`src/rtl/video_mode_ctrl_pkg.sv`:
```
// video_modes_pkg: mode type, timing struct, mode table and FSM states shared by video_mode_ctrl.
//   mode_t      - 2-bit mode index (0=640x480, 1=800x600, 2=1280x1024, 3=reserved)
//   timing_t    - eight 12-bit horizontal/vertical timing fields
//   MODE_TABLE  - timing for each mode; mode_timing() looks it up
//   state_t     - mode-change sequencer states
package video_modes_pkg;

    typedef logic [1:0] mode_t;

    typedef struct packed {
        logic [11:0] h_fp;
        logic [11:0] h_sync;
        logic [11:0] h_bp;
        logic [11:0] h_addr;
        logic [11:0] v_fp;
        logic [11:0] v_sync;
        logic [11:0] v_bp;
        logic [11:0] v_addr;
    } timing_t;

    typedef enum logic [2:0] {
        ST_RUN,
        ST_WAIT_EOF,
        ST_BLANK,
        ST_PLL_REQ,
        ST_PLL_REL,
        ST_LOAD,
        ST_RESTART
    } state_t;

    localparam mode_t MODE_RSVD = 2'd3;

    // Mode 3 is never loaded; its entry is zero.
    localparam timing_t MODE_TABLE [4] = '{
        '{12'd16, 12'd96,  12'd48,  12'd640,  12'd10, 12'd2, 12'd33, 12'd480},
        '{12'd40, 12'd128, 12'd88,  12'd800,  12'd1,  12'd4, 12'd23, 12'd600},
        '{12'd48, 12'd112, 12'd248, 12'd1280, 12'd1,  12'd3, 12'd38, 12'd1024},
        '{12'd0,  12'd0,   12'd0,   12'd0,    12'd0,  12'd0, 12'd0,  12'd0}
    };

    function automatic timing_t mode_timing(input mode_t m);
        return MODE_TABLE[m];
    endfunction

endpackage

```
`src/rtl/video_mode_ctrl_debounce.sv`:
```
// tumbler_debounce: 2-FF synchronizer for the tumblers plus a stability counter on the mode select.
//   i_clk, i_rst_n  - pixel clock, asynchronous active-low reset
//   i_tumblers      - raw switches; [1:0] mode select, [2] force blank
//   o_force_blank   - synchronized tumbler[2] (not debounced)
//   o_req_mode      - mode select after DEBOUNCE_CYCLES unchanged cycles
module tumbler_debounce
    import video_modes_pkg::*;
#(
    parameter int unsigned DEBOUNCE_CYCLES = 65536,
    parameter mode_t       RESET_MODE      = 2'd2
) (
    input  logic       i_clk,
    input  logic       i_rst_n,
    input  logic [2:0] i_tumblers,
    output logic       o_force_blank,
    output mode_t      o_req_mode
);

    localparam int unsigned D  = (DEBOUNCE_CYCLES == 0) ? 1 : DEBOUNCE_CYCLES;
    localparam int unsigned CW = $clog2(D + 1);

    logic [2:0]    r_meta;
    logic [2:0]    r_sync;
    mode_t         r_last;
    mode_t         r_req;
    logic [CW-1:0] r_cnt;

    // Synchronizer and debouncer come out of reset already holding RESET_MODE
    // so releasing reset never looks like a mode request.
    always_ff @(posedge i_clk or negedge i_rst_n) begin
        if (!i_rst_n) begin
            r_meta <= {1'b0, RESET_MODE};
            r_sync <= {1'b0, RESET_MODE};
            r_last <= RESET_MODE;
            r_req  <= RESET_MODE;
            r_cnt  <= '0;
        end else begin
            r_meta <= i_tumblers;
            r_sync <= r_meta;
            if (r_sync[1:0] != r_last) begin
                r_last <= r_sync[1:0];
                r_cnt  <= '0;
            end else if (r_cnt == CW'(D - 1)) begin
                r_req <= r_last;
            end else begin
                r_cnt <= r_cnt + 1'b1;
            end
        end
    end

    assign o_force_blank = r_sync[2];
    assign o_req_mode    = r_req;

endmodule

```
`src/rtl/video_mode_ctrl.sv`:
```
// video_mode_ctrl: sequences resolution changes (debounce, frame-aligned blanking, PLL handshake, timing reload).
//   i_pixel_clock, i_reset_n     - only clock, asynchronous active-low reset
//   i_tumblers                   - [1:0] mode select, [2] force blank
//   i_frame_end                  - end-of-visible-frame pulse from the timing generator
//   i_pll_ack / o_pll_req        - 4-phase PLL reconfiguration handshake, o_pll_mode valid with req
//   o_mode_id, o_h_*, o_v_*      - applied mode and its timing parameters
//   o_timing_rst, o_blank        - hold timing generator in reset, force RGB to zero
//   o_busy, o_pll_err            - sequence in progress, sticky PLL timeout
module video_mode_ctrl
    import video_modes_pkg::*;
#(
    parameter int unsigned DEBOUNCE_CYCLES = 65536,
    parameter int unsigned BLANK_FRAMES    = 2,
    parameter int unsigned PLL_TIMEOUT     = 1048576,
    parameter mode_t       RESET_MODE      = 2'd2
) (
    input  logic        i_pixel_clock,
    input  logic        i_reset_n,
    input  logic [2:0]  i_tumblers,
    input  logic        i_frame_end,
    input  logic        i_pll_ack,
    output logic        o_pll_req,
    output logic [1:0]  o_pll_mode,
    output logic [1:0]  o_mode_id,
    output logic [11:0] o_h_fp,
    output logic [11:0] o_h_sync,
    output logic [11:0] o_h_bp,
    output logic [11:0] o_h_addr,
    output logic [11:0] o_v_fp,
    output logic [11:0] o_v_sync,
    output logic [11:0] o_v_bp,
    output logic [11:0] o_v_addr,
    output logic        o_timing_rst,
    output logic        o_blank,
    output logic        o_busy,
    output logic        o_pll_err
);

    localparam int unsigned BLANK_N = (BLANK_FRAMES == 0) ? 1 : (BLANK_FRAMES > 256) ? 256 : BLANK_FRAMES;
    localparam int unsigned TMO_N   = (PLL_TIMEOUT == 0) ? 1 : PLL_TIMEOUT;
    localparam logic [7:0]  BLANK_LAST = 8'(BLANK_N - 1);
    localparam logic [20:0] TMO_LAST   = 21'(TMO_N - 1);

    logic    w_force_blank;
    mode_t   w_req_mode;
    logic    w_abort;

    state_t  r_state,  w_state_nxt;
    timing_t r_timing, w_timing_nxt;
    mode_t   r_mode_id, w_mode_id_nxt;
    mode_t   r_tgt,    w_tgt_nxt;
    logic    r_pll_err, w_pll_err_nxt;
    logic [7:0]  r_bcnt, w_bcnt_nxt;
    logic [20:0] r_tcnt, w_tcnt_nxt;
    logic    r_pll_req;
    logic    r_timing_rst;
    logic    r_blank;
    logic    r_busy;

    tumbler_debounce #(
        .DEBOUNCE_CYCLES(DEBOUNCE_CYCLES),
        .RESET_MODE     (RESET_MODE)
    ) u_debounce (
        .i_clk        (i_pixel_clock),
        .i_rst_n      (i_reset_n),
        .i_tumblers   (i_tumblers),
        .o_force_blank(w_force_blank),
        .o_req_mode   (w_req_mode)
    );

    // No change wanted: either already applied or the reserved mode.
    assign w_abort = (w_req_mode == r_mode_id) || (w_req_mode == MODE_RSVD);

    always_comb begin
        w_state_nxt   = r_state;
        w_timing_nxt  = r_timing;
        w_mode_id_nxt = r_mode_id;
        w_tgt_nxt     = r_tgt;
        w_pll_err_nxt = r_pll_err;
        w_bcnt_nxt    = r_bcnt;
        w_tcnt_nxt    = r_tcnt;
        case (r_state)
            ST_RUN: begin
                if (!w_abort) w_state_nxt = ST_WAIT_EOF;
            end
            ST_WAIT_EOF: begin
                if (w_abort) begin
                    w_state_nxt = ST_RUN;
                end else if (i_frame_end) begin
                    w_state_nxt = ST_BLANK;
                    w_bcnt_nxt  = '0;
                    w_tgt_nxt   = w_req_mode;
                end
            end
            ST_BLANK: begin
                if (i_frame_end) begin
                    if (r_bcnt == BLANK_LAST) begin
                        w_state_nxt = ST_PLL_REQ;
                        w_tcnt_nxt  = '0;
                        // Keep the last valid request if the tumblers moved to the reserved mode.
                        w_tgt_nxt   = (w_req_mode == MODE_RSVD) ? r_tgt : w_req_mode;
                    end else begin
                        w_bcnt_nxt = r_bcnt + 8'd1;
                    end
                end
            end
            ST_PLL_REQ: begin
                if (i_pll_ack) begin
                    w_state_nxt = ST_PLL_REL;
                    w_tcnt_nxt  = '0;
                end else if (r_tcnt == TMO_LAST) begin
                    w_state_nxt   = ST_RESTART;
                    w_pll_err_nxt = 1'b1;
                end else begin
                    w_tcnt_nxt = r_tcnt + 21'd1;
                end
            end
            ST_PLL_REL: begin
                // Timing is loaded on entry to LOAD so it changes while timing_rst is still high.
                if (!i_pll_ack) begin
                    w_state_nxt   = ST_LOAD;
                    w_timing_nxt  = mode_timing(r_tgt);
                    w_mode_id_nxt = r_tgt;
                end else if (r_tcnt == TMO_LAST) begin
                    w_state_nxt   = ST_RESTART;
                    w_pll_err_nxt = 1'b1;
                end else begin
                    w_tcnt_nxt = r_tcnt + 21'd1;
                end
            end
            ST_LOAD: begin
                w_state_nxt = ST_RESTART;
            end
            ST_RESTART: begin
                if (i_frame_end) w_state_nxt = ST_RUN;
            end
            default: begin
                w_state_nxt = ST_RESTART;
            end
        endcase
    end

    // Output flags are registered from the next state so they line up with the state register.
    always_ff @(posedge i_pixel_clock or negedge i_reset_n) begin
        if (!i_reset_n) begin
            r_state      <= ST_RESTART;
            r_timing     <= mode_timing(RESET_MODE);
            r_mode_id    <= RESET_MODE;
            r_tgt        <= RESET_MODE;
            r_pll_err    <= 1'b0;
            r_bcnt       <= '0;
            r_tcnt       <= '0;
            r_pll_req    <= 1'b0;
            r_timing_rst <= 1'b0;
            r_blank      <= 1'b1;
            r_busy       <= 1'b1;
        end else begin
            r_state      <= w_state_nxt;
            r_timing     <= w_timing_nxt;
            r_mode_id    <= w_mode_id_nxt;
            r_tgt        <= w_tgt_nxt;
            r_pll_err    <= w_pll_err_nxt;
            r_bcnt       <= w_bcnt_nxt;
            r_tcnt       <= w_tcnt_nxt;
            r_pll_req    <= (w_state_nxt == ST_PLL_REQ);
            r_timing_rst <= (w_state_nxt == ST_PLL_REQ) || (w_state_nxt == ST_PLL_REL) || (w_state_nxt == ST_LOAD);
            r_blank      <= (w_state_nxt == ST_RUN || w_state_nxt == ST_WAIT_EOF) ? w_force_blank : 1'b1;
            r_busy       <= (w_state_nxt != ST_RUN);
        end
    end

    assign o_pll_req    = r_pll_req;
    assign o_pll_mode   = r_tgt;
    assign o_mode_id    = r_mode_id;
    assign o_h_fp       = r_timing.h_fp;
    assign o_h_sync     = r_timing.h_sync;
    assign o_h_bp       = r_timing.h_bp;
    assign o_h_addr     = r_timing.h_addr;
    assign o_v_fp       = r_timing.v_fp;
    assign o_v_sync     = r_timing.v_sync;
    assign o_v_bp       = r_timing.v_bp;
    assign o_v_addr     = r_timing.v_addr;
    assign o_timing_rst = r_timing_rst;
    assign o_blank      = r_blank;
    assign o_busy       = r_busy;
    assign o_pll_err    = r_pll_err;

endmodule

```
`config.mk`:
```
export PLATFORM = sky130hd
export DESIGN_NAME = video_mode_ctrl
export DESIGN_NICKNAME = d
export VERILOG_FILES = /design/src/rtl/video_mode_ctrl_pkg.sv /design/src/rtl/video_mode_ctrl_debounce.sv /design/src/rtl/video_mode_ctrl.sv
export SDC_FILE = /design/constraint.sdc
export NUM_CORES = 1
export LEC_CHECK = 0
export ABC_CLOCK_PERIOD_IN_PS = 4500
export CORE_AREA = 2 2 109 153
export DETAILED_ROUTE_END_ITERATION = 6
export DIE_AREA = 0 0 111 155
export DONT_BUFFER_PORTS = 1
export PLACE_DENSITY = 0.4
export SLEW_MARGIN = 20
export SYNTH_ARGS = -nofsm -noshare
export SYNTH_HDL_FRONTEND = slang
export SYNTH_HIERARCHICAL = 1
export SYNTH_SLANG_ARGS = --single-unit
```
`constraint.sdc`:
```
create_clock -name i_pixel_clock -period 4.5 [get_ports i_pixel_clock]
set_input_delay 1.35 -clock i_pixel_clock [delete_from_list [all_inputs] [get_ports i_pixel_clock]]
set_output_delay 1.35 -clock i_pixel_clock [all_outputs]
set_load 0.02 [all_outputs]
```
==> results.json <==
{
  "grt_pass1_vias": 3169,
  "slew_viol_final": 0,
  "required_ns": 3.15,
  "cts_tree": "yes",
  "finalCritPeriodShare_pct": 61.0,
  "nets": 485,
  "clkSlewWorstSetupHoldPaths_ns": 0.06,
  "holdPathEnd": "u_debounce/r_sync[0]",
  "floorplan.initialDensity_pct": 29.4,
  "clockBufferDepth": 2,
  "synth_cells": 500,
  "final_cell_mix": "dfrtp_1 (61), nand2_1 (60), conb_1 (60), nor2_1 (31)",
  "grt_setup_unrepaired": "no",
  "cts_max_level": 3,
  "ys_types": 70,
  "n_antenna_cell": 0,
  "worst_slew_pin_slew_ns": 1.07,
  "max_freq_mhz": 364,
  "dr.pass1.iters": 4,
  "numCtsBuffers": 9,
  "vias": 3205,
  "synth_seq_area_share_pct": 40.5,
  "cts-root-buf": "clkbuf_16",
  "routed_wl_microns": 9860,
  "cts_sinks": 75,
  "worst_hold_slack_ns": 0.349,
  "rr_worst_depth": 8,
  "rr_startpoint": "u_debounce/r_cnt[7]",
  "drtAntennaViolNets": 0,
  "fp.coreArea_sq_mm": 0.0159,
  "crit_arrival_ns": 1.40,
  "cellPowerDensity_mw_per_mm2": 319,
  "die_area_sq_mm": 0.0172,
  "end_kind": "output port",
  "synth_edf_count": 0,
  "num_io_pins": 112,
  "hold_viol": 0,
  "grt_pass1_wl_microns": 16200,
  "syn_area_sq_mm": 0.00467,
  "rrSetupSlack_ns": 2.11,
  "min_path_type": "flop to flop",
  "avgSynthCellArea_sq_um": 9.34,
  "synth_top_area_share_pct": 32.7,
  "antenna_found_initial": 0,
  "drive_above_1_share_pct": 12.0,
  "area.growth.synth_to_final_pct": 1.02,
  "skew_ns": 0.00430,
  "io_buffers": 0,
  "fillCellCount": 1681,
  "finalCriticalPeriod_ns": 2.75,
  "core.rowCount": 55,
  "leakage_nw": 2.09,
  "outcome": "finished, final reports clean",
  "vdd_ir_drop_max_v": 0.000145,
  "grt_use_total_pct": 11.8,
  "grt_overflow_total": 0,
  "cts_setup_buffers": 0,
  "ys_ff_latch": 75,
  "final_cells": 673,
  "r2r_end": "u_debounce/r_cnt[10]",
  "post_cts_resized": 0,
  "routabilityCongestion": 0.737,
  "synthFlopType": "dfrtp_1",
  "crit_type": "flop to output port",
  "postCtsHoldBufs": 0,
  "clk_latency_ns": 0.34,
  "wl_per_cell_microns": 14.6,
  "finalSetupTns_ns": 0,
  "dp_cells": 657,
  "cp-start-kind": "flop",
  "maxSlewHeadroom_pct": 28.6,
  "drt_iter0_markers": 210,
  "min_from": "u_debounce/r_meta[0]",
  "fp.dieW_microns": 111,
  "whs_path_depth": 0,
  "setup_viol": 0,
  "ys_warn_count": 6,
  "synth_top_area_cell": "dfrtp_1",
  "dp_hpwl_microns": 6990,
  "async_reset_ff_share_pct": 100,
  "synthTopCellsByArea": "dfrtp_1 (33%), buf_4 (14%), dfstp_2 (7.9%), nand2_1 (4.8%), nor2_1 (2.5%)",
  "final_common_cell": "dfrtp_1",
  "viasPerCell": 4.76,
  "die_y_microns": 155,
  "maxCapViolCount": 0,
  "drc": 0,
  "grt_max_degree": 76,
  "critPathMaxFanout": 7
}
[cell type report]
type / instances / area (sq um) / area share (%)
repair buffers: 1 / 7.51 / 0.159
multi-input cells: 371 / 2230 / 47.2
clock inverters: 6 / 71.3 / 1.51
well taps: 199 / 249 / 5.28
flip-flops and latches: 75 / 1890 / 40.1
clock buffers: 10 / 229 / 4.85
inverters: 11 / 41.3 / 0.875
[cell usage after synthesis, types with 7 or more instances]
cell      instances
nand4_1          14
o21ai_0          14
ha_1              9
nor2_1           31
buf_4            89
dfrtp_1          61
a31oi_1           7
nand2_1          60
dfstp_2          14
a21oi_1          17
nand2b_1          7
xor2_1            9
nand3_1          17
inv_1            11
nor2b_1           7
[logic make-up after synthesis]
logic type,synth area share [%]
multiplexers,2.09
other,0.0803
adder cells (fa/ha/maj),2.41
AO/OA/AOI/OAI,13.9
AND/OR/NAND/NOR,21.8
buffers and inverters,16.5
XOR/XNOR,2.62
flip-flops,40.5
[worst max-delay path by stage]
stage | endpoint | depth (start not counted) | from
floorplan | o_timing_rst | 7 | i_pll_ack
global placement | o_timing_rst | 6 | i_pll_ack
detailed placement | o_timing_rst | 6 | i_pll_ack
CTS | o_v_fp[3] | 0 | o_h_addr[7]
global route | o_v_addr[7] | 0 | o_h_addr[7]
finish | o_v_fp[3] | 0 | o_h_addr[7]
[state kept, by name, summed over array words and instances (netlist names), 3 cells and up]
| register | cells |
|---|---|
| r_bcnt | 8 |
| r_state | 3 |
| r_tcnt | 21 |
| u_debounce/r_cnt | 17 |
| u_debounce/r_meta | 3 |
| u_debounce/r_sync | 3 |
[per-stage QoR]
| step | cell area (sq um) | setup slack (ns) | util, % | total power (W) |
|---|---|---|---|---|
| after floorplan | 4890 | 1.78 | - | 0.000808 |
| after global placement | 4420 | 1.67 | 27.8 | 0.000773 |
| after detailed placement | 4420 | 1.62 | 27.8 | 0.000774 |
| after CTS | 4720 | 1.73 | 29.7 | 0.00153 |
| after global routing | 4720 | 1.68 | 29.7 | 0.00157 |
| final | 4720 | 1.75 | 29.7 | 0.00151 |
[report_power, final]
| part | total, W | switching (W) | internal, W | leakage (nW) |
|---|---|---|---|---|
| logic | 0.0000676 | 0.0000591 | 0.00000845 | 0.986 |
| registers | 0.000694 | 0.00000974 | 0.000685 | 0.965 |
| clock network | 0.000744 | 0.000308 | 0.000436 | 0.140 |
[layer usage]
| layer | wire length, microns | track usage, % |
|---|---|---|
| met5 | 0 | 0 |
| met3 | 601 | 3.16 |
| met4 | 183 | 5.00 |
| met2 | 4830 | 20.1 |
| met1 | 4240 | 14.0 |
Power figures use the tool's default switching activity.
